--- config.mk ---
export PLATFORM = sky130hd
export DESIGN_NAME = fpu_issue_ctrl
export DESIGN_NICKNAME = d
export VERILOG_FILES = /design/src/rtl/fpu_issue_ctrl.sv
export SDC_FILE = /design/constraint.sdc
export NUM_CORES = 1
export LEC_CHECK = 0
export CAP_MARGIN = 20
export CORE_MARGIN = 2
export CORE_UTILIZATION = 35
export CTS_BUF_LIST = sky130_fd_sc_hd__clkbuf_8
export DETAILED_ROUTE_END_ITERATION = 10
export PLACE_DENSITY = 0.72
export SYNTH_ARGS = -nofsm -noshare
export SYNTH_HDL_FRONTEND = slang
export SYNTH_SLANG_ARGS = --single-unit
--- constraint.sdc ---
create_clock -name i_clk -period 6.67 [get_ports i_clk]
set_clock_uncertainty 0.2 [all_clocks]
set_input_delay 0.667 -clock i_clk [delete_from_list [all_inputs] [get_ports i_clk]]
set_output_delay 0.667 -clock i_clk [all_outputs]
set_load 0.1 [all_outputs]
--- src/rtl/fpu_issue_ctrl.sv ---
// FPU request initiator: accepts one op from decode, issues it to the FPU with a
// single-cycle enable, waits for the result (with a watchdog) and presents the
// tagged, normalised result to register writeback.
module fpu_issue_ctrl #(
  parameter int unsigned TAG_W   = 6,
  parameter int unsigned TIMEOUT = 63
) (
  input  logic             i_clk,
  input  logic             i_rst,
  // decode-side request
  input  logic             i_req_valid,
  output logic             o_req_ready,
  input  logic [4:0]       i_req_ctl,
  input  logic [31:0]      i_req_x1,
  input  logic [31:0]      i_req_x2,
  input  logic [TAG_W-1:0] i_req_tag,
  // FPU request/response
  output logic [4:0]       o_fpu_ctl,
  output logic [31:0]      o_fpu_x1,
  output logic [31:0]      o_fpu_x2,
  output logic             o_fpu_en,
  input  logic [31:0]      i_fpu_y,
  input  logic             i_fpu_ready,
  // writeback
  output logic             o_wb_valid,
  input  logic             i_wb_ack,
  output logic [31:0]      o_wb_data,
  output logic [TAG_W-1:0] o_wb_tag,
  output logic             o_wb_is_int,
  output logic             o_wb_err,
  output logic             o_timeout_err
);

  localparam logic [7:0] TimeoutCnt = 8'(TIMEOUT);
  localparam logic [4:0] LastOp     = 5'd20;
  localparam logic [4:0] OpFtoi     = 5'd6;

  typedef enum logic [1:0] {StIdle, StIssue, StWait, StWb} state_t;

  state_t             r_state, w_state_next;
  logic [4:0]         r_ctl, w_ctl_next;
  logic [31:0]        r_x1, w_x1_next;
  logic [31:0]        r_x2, w_x2_next;
  logic [TAG_W-1:0]   r_tag, w_tag_next;
  logic [7:0]         r_cnt, w_cnt_next;
  logic [31:0]        r_wb_data, w_wb_data_next;
  logic               r_wb_is_int, w_wb_is_int_next;
  logic               r_wb_err, w_wb_err_next;
  logic               r_timeout_err, w_timeout_err_next;
  logic [7:0]         w_cnt_inc;
  logic               w_is_cmp;

  // Compare ops return a boolean in bit 0 that goes to the integer register file.
  always_comb begin
    w_is_cmp = 1'b0;
    case (r_ctl)
      5'd9, 5'd10, 5'd13, 5'd16, 5'd17, 5'd18: w_is_cmp = 1'b1;
      default:                                 w_is_cmp = 1'b0;
    endcase
  end

  // Saturating increment so a huge TIMEOUT can never wrap the counter.
  assign w_cnt_inc = (r_cnt == 8'hFF) ? r_cnt : r_cnt + 8'd1;

  // Next-state and captured-data logic.
  always_comb begin
    w_state_next       = r_state;
    w_ctl_next         = r_ctl;
    w_x1_next          = r_x1;
    w_x2_next          = r_x2;
    w_tag_next         = r_tag;
    w_cnt_next         = r_cnt;
    w_wb_data_next     = r_wb_data;
    w_wb_is_int_next   = r_wb_is_int;
    w_wb_err_next      = r_wb_err;
    w_timeout_err_next = r_timeout_err;
    unique case (r_state)
      StIdle: begin
        if (i_req_valid) begin
          w_ctl_next = i_req_ctl;
          w_x1_next  = i_req_x1;
          w_x2_next  = i_req_x2;
          w_tag_next = i_req_tag;
          if (i_req_ctl <= LastOp) begin
            w_state_next = StIssue;
          end else begin
            // Unknown op code: never reaches the FPU, reported as an error result.
            w_wb_data_next   = 32'd0;
            w_wb_is_int_next = 1'b0;
            w_wb_err_next    = 1'b1;
            w_state_next     = StWb;
          end
        end
      end
      StIssue: begin
        w_cnt_next   = 8'd0;
        w_state_next = StWait;
      end
      StWait: begin
        if (i_fpu_ready) begin
          w_wb_err_next = 1'b0;
          if (w_is_cmp) begin
            w_wb_data_next   = {31'd0, i_fpu_y[0]};
            w_wb_is_int_next = 1'b1;
          end else begin
            w_wb_data_next   = i_fpu_y;
            w_wb_is_int_next = (r_ctl == OpFtoi);
          end
          w_state_next = StWb;
        end else begin
          w_cnt_next = w_cnt_inc;
          if (w_cnt_inc >= TimeoutCnt) begin
            w_timeout_err_next = 1'b1;
            w_wb_data_next     = 32'd0;
            w_wb_is_int_next   = 1'b0;
            w_wb_err_next      = 1'b1;
            w_state_next       = StWb;
          end
        end
      end
      StWb: begin
        if (i_wb_ack) w_state_next = StIdle;
      end
      default: w_state_next = StIdle;
    endcase
  end

  // FSM state register.
  always_ff @(posedge i_clk or posedge i_rst) begin
    if (i_rst) r_state <= StIdle;
    else       r_state <= w_state_next;
  end

  // Captured operands, wait counter and writeback result registers.
  always_ff @(posedge i_clk or posedge i_rst) begin
    if (i_rst) begin
      r_ctl         <= 5'd0;
      r_x1          <= 32'd0;
      r_x2          <= 32'd0;
      r_tag         <= '0;
      r_cnt         <= 8'd0;
      r_wb_data     <= 32'd0;
      r_wb_is_int   <= 1'b0;
      r_wb_err      <= 1'b0;
      r_timeout_err <= 1'b0;
    end else begin
      r_ctl         <= w_ctl_next;
      r_x1          <= w_x1_next;
      r_x2          <= w_x2_next;
      r_tag         <= w_tag_next;
      r_cnt         <= w_cnt_next;
      r_wb_data     <= w_wb_data_next;
      r_wb_is_int   <= w_wb_is_int_next;
      r_wb_err      <= w_wb_err_next;
      r_timeout_err <= w_timeout_err_next;
    end
  end

  assign o_req_ready   = (r_state == StIdle);
  assign o_fpu_en      = (r_state == StIssue);
  assign o_fpu_ctl     = r_ctl;
  assign o_fpu_x1      = r_x1;
  assign o_fpu_x2      = r_x2;
  assign o_wb_valid    = (r_state == StWb);
  assign o_wb_data     = r_wb_data;
  assign o_wb_tag      = r_tag;
  assign o_wb_is_int   = r_wb_is_int;
  assign o_wb_err      = r_wb_err;
  assign o_timeout_err = r_timeout_err;

endmodule

**After elaboration in Yosys (flattened, before gate mapping)**

Index checks and enable logic that the tools add are counted.

- Word-level logic and storage cells: 66
- Register bits after elaboration: 120
- Output and inout bits: 113

- Eq/ne operators: 16
- Bitwise operators: 1
- Multiplexer cells: 27
- Order comparisons: 2
- Reduce and logical (&&, ||, !) cells: 9
- $add $sub $neg: 1

Operators with widths:

| cell | number |
|---|---|
| 32-bit two-way mux | 5 |
| 32-bit case mux with 2 select lines | 1 |
| 8-bit two-way mux | 2 |
| 8-bit case mux with 2 select lines | 1 |
| 5-bit by 4-bit == test with 1-bit output (second input constant) | 3 |
| 5-bit == test (second input constant) | 3 |
| 1-bit two-way mux | 10 |
| 2-bit two-way mux | 5 |
| 8-bit by 1-bit adder with 8-bit output (second input constant) | 1 |
| 8-bit == test (second input constant) | 1 |
| 8-bit by 6-bit >= comparator with 1-bit output (second input constant) | 1 |
| 2-bit case mux with 4 select lines | 1 |
| 2-bit inequality test (second input constant) | 3 |
| 3-bit AND reduction | 2 |
| 6-bit OR reduction | 1 |
| 5-bit by 3-bit == test with 1-bit output (second input constant) | 1 |
| 5-bit <= comparator (second input constant) | 1 |
| 2-bit == test (second input constant) | 2 |
| 1-bit case mux with 2 select lines | 2 |
| 2-bit AND reduction | 2 |
| 4-bit AND reduction | 1 |
| 2-bit nonzero test | 2 |
| 3-bit inequality test (second input constant) | 1 |
| 2-bit by 1-bit == test with 1-bit output (second input constant) | 1 |
| 3 further kinds | 3 |

**Depth between registers and ports, before layout**

- Depth after elaboration: 6
- Gate-level depth with buffers: 9
- Depth with buffers taken out: 7

**Worst setup path before layout**

Ideal clock, no wire load.

- Kind: register -> register
- Start point: register r_state[0]
- End point: register r_wb_data[10] (netlist: o_wb_data[10])
- Arrival: 2.773 ns
- Required time: 6.401 ns
- Setup time: 0.069 ns
- Clock period less this slack: 3.042 ns
- Path slack: 3.628 ns
- Stages on the path, launching flop included: 9
- Buffers on the path: 1
- Cells stage by stage: dfrtp_1 -> inv_1 -> ha_1 -> o211ai_1 -> or2_1 -> a21oi_1 -> nor3b_2 -> clkbuf_1 -> a22o_1

- Longest elaborated chain between the ends: 3
- Elaborated cells on any way between the ends: 8
- Those cells by class: eq/ne (4); mux (1); reduce/logical (3)

RTL lines:

| element | line | source |
|---|---|---|
| start: declaration | 40 | `state_t r_state, w_state_next;` |
| start signal: assignment | 130 | `if (i_rst) r_state <= StIdle;` |
| start signal: assignment | 131 | `else r_state <= w_state_next;` |
| 2-bit logical NOT * | n/a |  |
| net o_req_ready | 12 | `output logic o_req_ready,` |
| 2-bit inequality test (no line) or 2-bit nonzero test (tied branches) | n/a |  |
| 4-bit AND reduction (no line) | n/a |  |
| end signal: assignment | 152 | `r_wb_data <= w_wb_data_next;` |
| end: declaration | 46 | `logic [31:0] r_wb_data, w_wb_data_next;` |

The timed path passes the listed nets; every way through them passes the cells marked *.
A chain may end at the register's enable or synchronous reset.

**Worst setup path after layout**

- Start point: register r_state[0]
- End point: output o_req_ready

- Longest elaborated chain between the ends: 1

RTL lines:

| element | line | source |
|---|---|---|
| 2-bit logical NOT | 159 | `assign o_req_ready = (r_state == StIdle);` |
| end: declaration | 12 |  |

No other way between the ends.

==> impl_metrics.csv <==
group,metric,value,unit
sta,min_period,3380,ps
logic_synthesis,yosysSeqAreaShare,61.4,%
die,initial_core_util,35.5,%
logic_synthesis,synth_edf_count,0,
sta,finalHoldViolCount,0,
cts,clockBufferDepth,2,
logic_synthesis,synth.most_common_cell,"dfrtp_1",
setup_path,critPathRequiredTime,5800,ps
global_route,antenna_found_initial,0,
logic_synthesis,synth.area.top_cells,"dfrtp_1, mux2_2, a22o_1, ha_1, buf_6",
logic_synthesis,synthMuxAreaShare,17.7,%
setup_path,cp.arrival,2510,ps
cts,hold_buffers,0,
global_route,grt_pass1_wl,19.8,mm
routing,ant_nets,0,
setup_path,setup.worst_path.start_class,"register",
die,fp.dieW,122,um
sta,post-route-period-util,50.7,%
cells_and_area,syn_to_final_growth,58.7,%
run_status,status,"finished, final reports clean",
cts,cts-buffers-inserted,17,
cells_and_area,drive_gt1_share,19.3,%
setup_path,worstReg2RegEnd,"o_wb_data[9]$_DFFE_PP0P_",
hold_path,hold_end,"o_timeout_err$_DFFE_PP0P_",
die,die_h,122,um
sta,fmax,296,MHz
routing,dr.pass1.iters,4,
hold_path,min_from,"o_timeout_err$_DFFE_PP0P_",
setup_path,crit_path_end_kind,"output pin",
die,core,0.0138,mm2
logic_synthesis,synth_cells,351,
setup_path,cpPeakStageDelay,1230,ps
global_route,grt_pass1_vias,3948,
setup_path,r2r-start,"r_cnt[0]$_DFFE_PP0P_",
routing,drcViolationCount,0,
cells_and_area,fillers,1207,
logic_synthesis,synthSimpleGateAreaFrac,4.99,%
die,dieArea,0.0149,mm2
logic_synthesis,synth_seq_cells,120,
logic_synthesis,synthXorXnorAreaFrac,0.538,%
logic_synthesis,ys_warn_count,0,
logic_synthesis,synth_top_family_by_area,"multiplexers",
logic_synthesis,synth.avg_cell_area,13.9,um2
hold_path,min_path_cells,1,
hold_path,hold_path.class,"reg -> reg",
cts,clkLatencyLatePin,430,ps
logic_synthesis,synth_compound_area_share,11.1,%
setup_path,critPathSlowestCell,"clkdlybuf4s50_1",
logic_synthesis,synth_area,0.00489,mm2
logic_synthesis,synth_common_cells,"dfrtp_1, mux2_2, a22o_1, clkbuf_1",
setup_path,crit_fanout,8,
logic_synthesis,synth.distinct_cells,37,
routing,wl,13.0,mm
logic_synthesis,synth_top_area_share,61.4,%
setup_path,worstSetupPathType,"reg -> out",
cts,cts_resized,0,
sta,max-slew-margin-rel,31.7,%
cts,cts_setup_buffers,0,
routing,vias_per_cell,4.93,
global_route,grt_remaining_overflow,0,
routing,wl_per_cell,16.8,um
setup_path,worst-r2r-setup-slack,3860,ps
routing,vias,3800,
sta,finalMaxSlewViolations,0,
logic_synthesis,postSynth.asyncResetShare,100,%
job,maxCapViolCount,0,
cts,cts_sinks,120,
cts,cts_tree,"built",
global_route,grt_max_degree,76,
logic_synthesis,synth_nets,468,
logic_synthesis,synthAdderAreaFrac,1.28,%
cells_and_area,num_antenna_cells,0,
sta,fin_tns_setup,0,ps
die,rows,43,
cts,cts-root-buf,"clkbuf_8",
setup_path,rr_worst_depth,8,
place,post-dp-hpwl,9.29,mm
cts,cts.clk_slew.worst_paths,60,ps
die,num_io_pins,225,
global_route,gr-usage-all-layers,17.6,%
cells_and_area,fin_nets,695,
place,place.gp.congestion,0.851,
place,port_buffers,224,
setup_path,cp_cell_sequence,"inv_1 > ha_1 > clkdlybuf4s50_1",
sta,worst_pin_slew,1020,ps
logic_synthesis,yosysTopAreaCell,"dfrtp_1",
routing,first_iter_violations,188,
cts,cts_max_level,4,
sta,rsz0062_at_grt,"no",
logic_synthesis,synth_ff_type,"dfrtp_1",
sta,setup_viol,0,
sequential cells by signal, indices dropped and copies added (netlist names):
| register | cells |
|---|---|
| o_wb_data | 32 |
| o_timeout_err | 1 |
| o_wb_err | 1 |
| o_fpu_x1 | 32 |
| r_state | 2 |
| o_fpu_ctl | 5 |
| o_wb_is_int | 1 |
| r_cnt | 8 |
| o_wb_tag | 6 |
| o_fpu_x2 | 32 |
cells in the final DEF (no fill, tap or decap), types with 2 or more instances in the layout:
master	count
a211oi_1	4
a21oi_1	7
a22o_1	33
a31oi_1	5
and4_1	2
bufinv_16	4
clkbuf_8	19
clkdlybuf4s50_1	224
clkinv_2	2
clkinv_4	3
clkinvlp_4	2
dfrtp_1	120
ha_1	5
inv_1	10
mux2_2	76
nand2_1	7
nand2b_1	5
nand3_1	7
nand4_1	4
nor2_1	9
nor2b_1	4
nor3_1	3
o211ai_1	3
o21a_1	2
o21ai_0	8
o22ai_1	2
or3_1	2
xor2_1	2
metrics by stage:
stage               instances  util, %  worst slack (ps)  hold slack (ps)  instance area, um2
floorplan                 351        -              2620              312                4890
global placement          737     52.8              3170              264                7270
detailed placement        737     52.8              3020              262                7270
CTS                       769     56.0              3250              281                7710
global route              771     56.3              3190              316                7760
finish                    771     56.3              3290              278                7760
area by class of cell:
type | count | area [um2] | share of cell area (%)
clock inverter | 13 | 179 | 2.31
tap | 180 | 225 | 2.90
multi-input combinational | 202 | 1760 | 22.6
sequential | 120 | 3000 | 38.7
timing repair buffer | 227 | 2290 | 29.6
inverter | 10 | 40.0 | 0.516
clock buffer | 19 | 262 | 3.37
critical path: cells and delay by family (launching register included):
kind / cells / cell delay [ps]
flops: 1 / 420
buf+inv: 2 / 1330
fa+ha+maj: 1 / 340
worst max path at each step:
| stage | endpoint | slack (ps) | startpoint | cells past startpoint |
|---|---|---|---|---|
| after CTS | o_req_ready | 3250 | r_state[0]$_DFFE_PP0P_ | 3 |
| after global routing | o_req_ready | 3190 | r_state[0]$_DFFE_PP0P_ | 3 |
| after global placement | o_wb_data[22]$_DFFE_PP0P_ | 3170 | i_req_ctl[0] | 7 |
| after detailed placement | o_wb_data[9]$_DFFE_PP0P_ | 3020 | i_req_ctl[0] | 7 |
| after floorplan | o_fpu_ctl[0]$_DFFE_PP0P_ | 2620 | i_rst | 1 |
| final | o_req_ready | 3290 | r_state[0]$_DFFE_PP0P_ | 3 |
logic make-up after synthesis:
family                     after synthesis
DFF                                    120
muxes                                   77
AOI/OAI and AO/OA                       71
and+or+nand+nor                         46
buffers and inverters                   29
adders and majority gates                5
xor gates and xnor gates                 3
per-layer routing:
metal | part of all wire (%) | wire length (um) | track usage [%] | up-vias
met4 | 1.4 | 178 | 5.96 | 0
met5 | 0 | 0 | 0 | -
li1 | - | - | - | 1730
met1 | 37 | 4820 | 18.8 | 1898
met3 | 10 | 1340 | 8.66 | 15
met2 | 51 | 6640 | 30.2 | 157
Power is left out: the tool's default activity adds up to more than one toggle a clock period on the data nets, which glitch-free logic cannot reach.
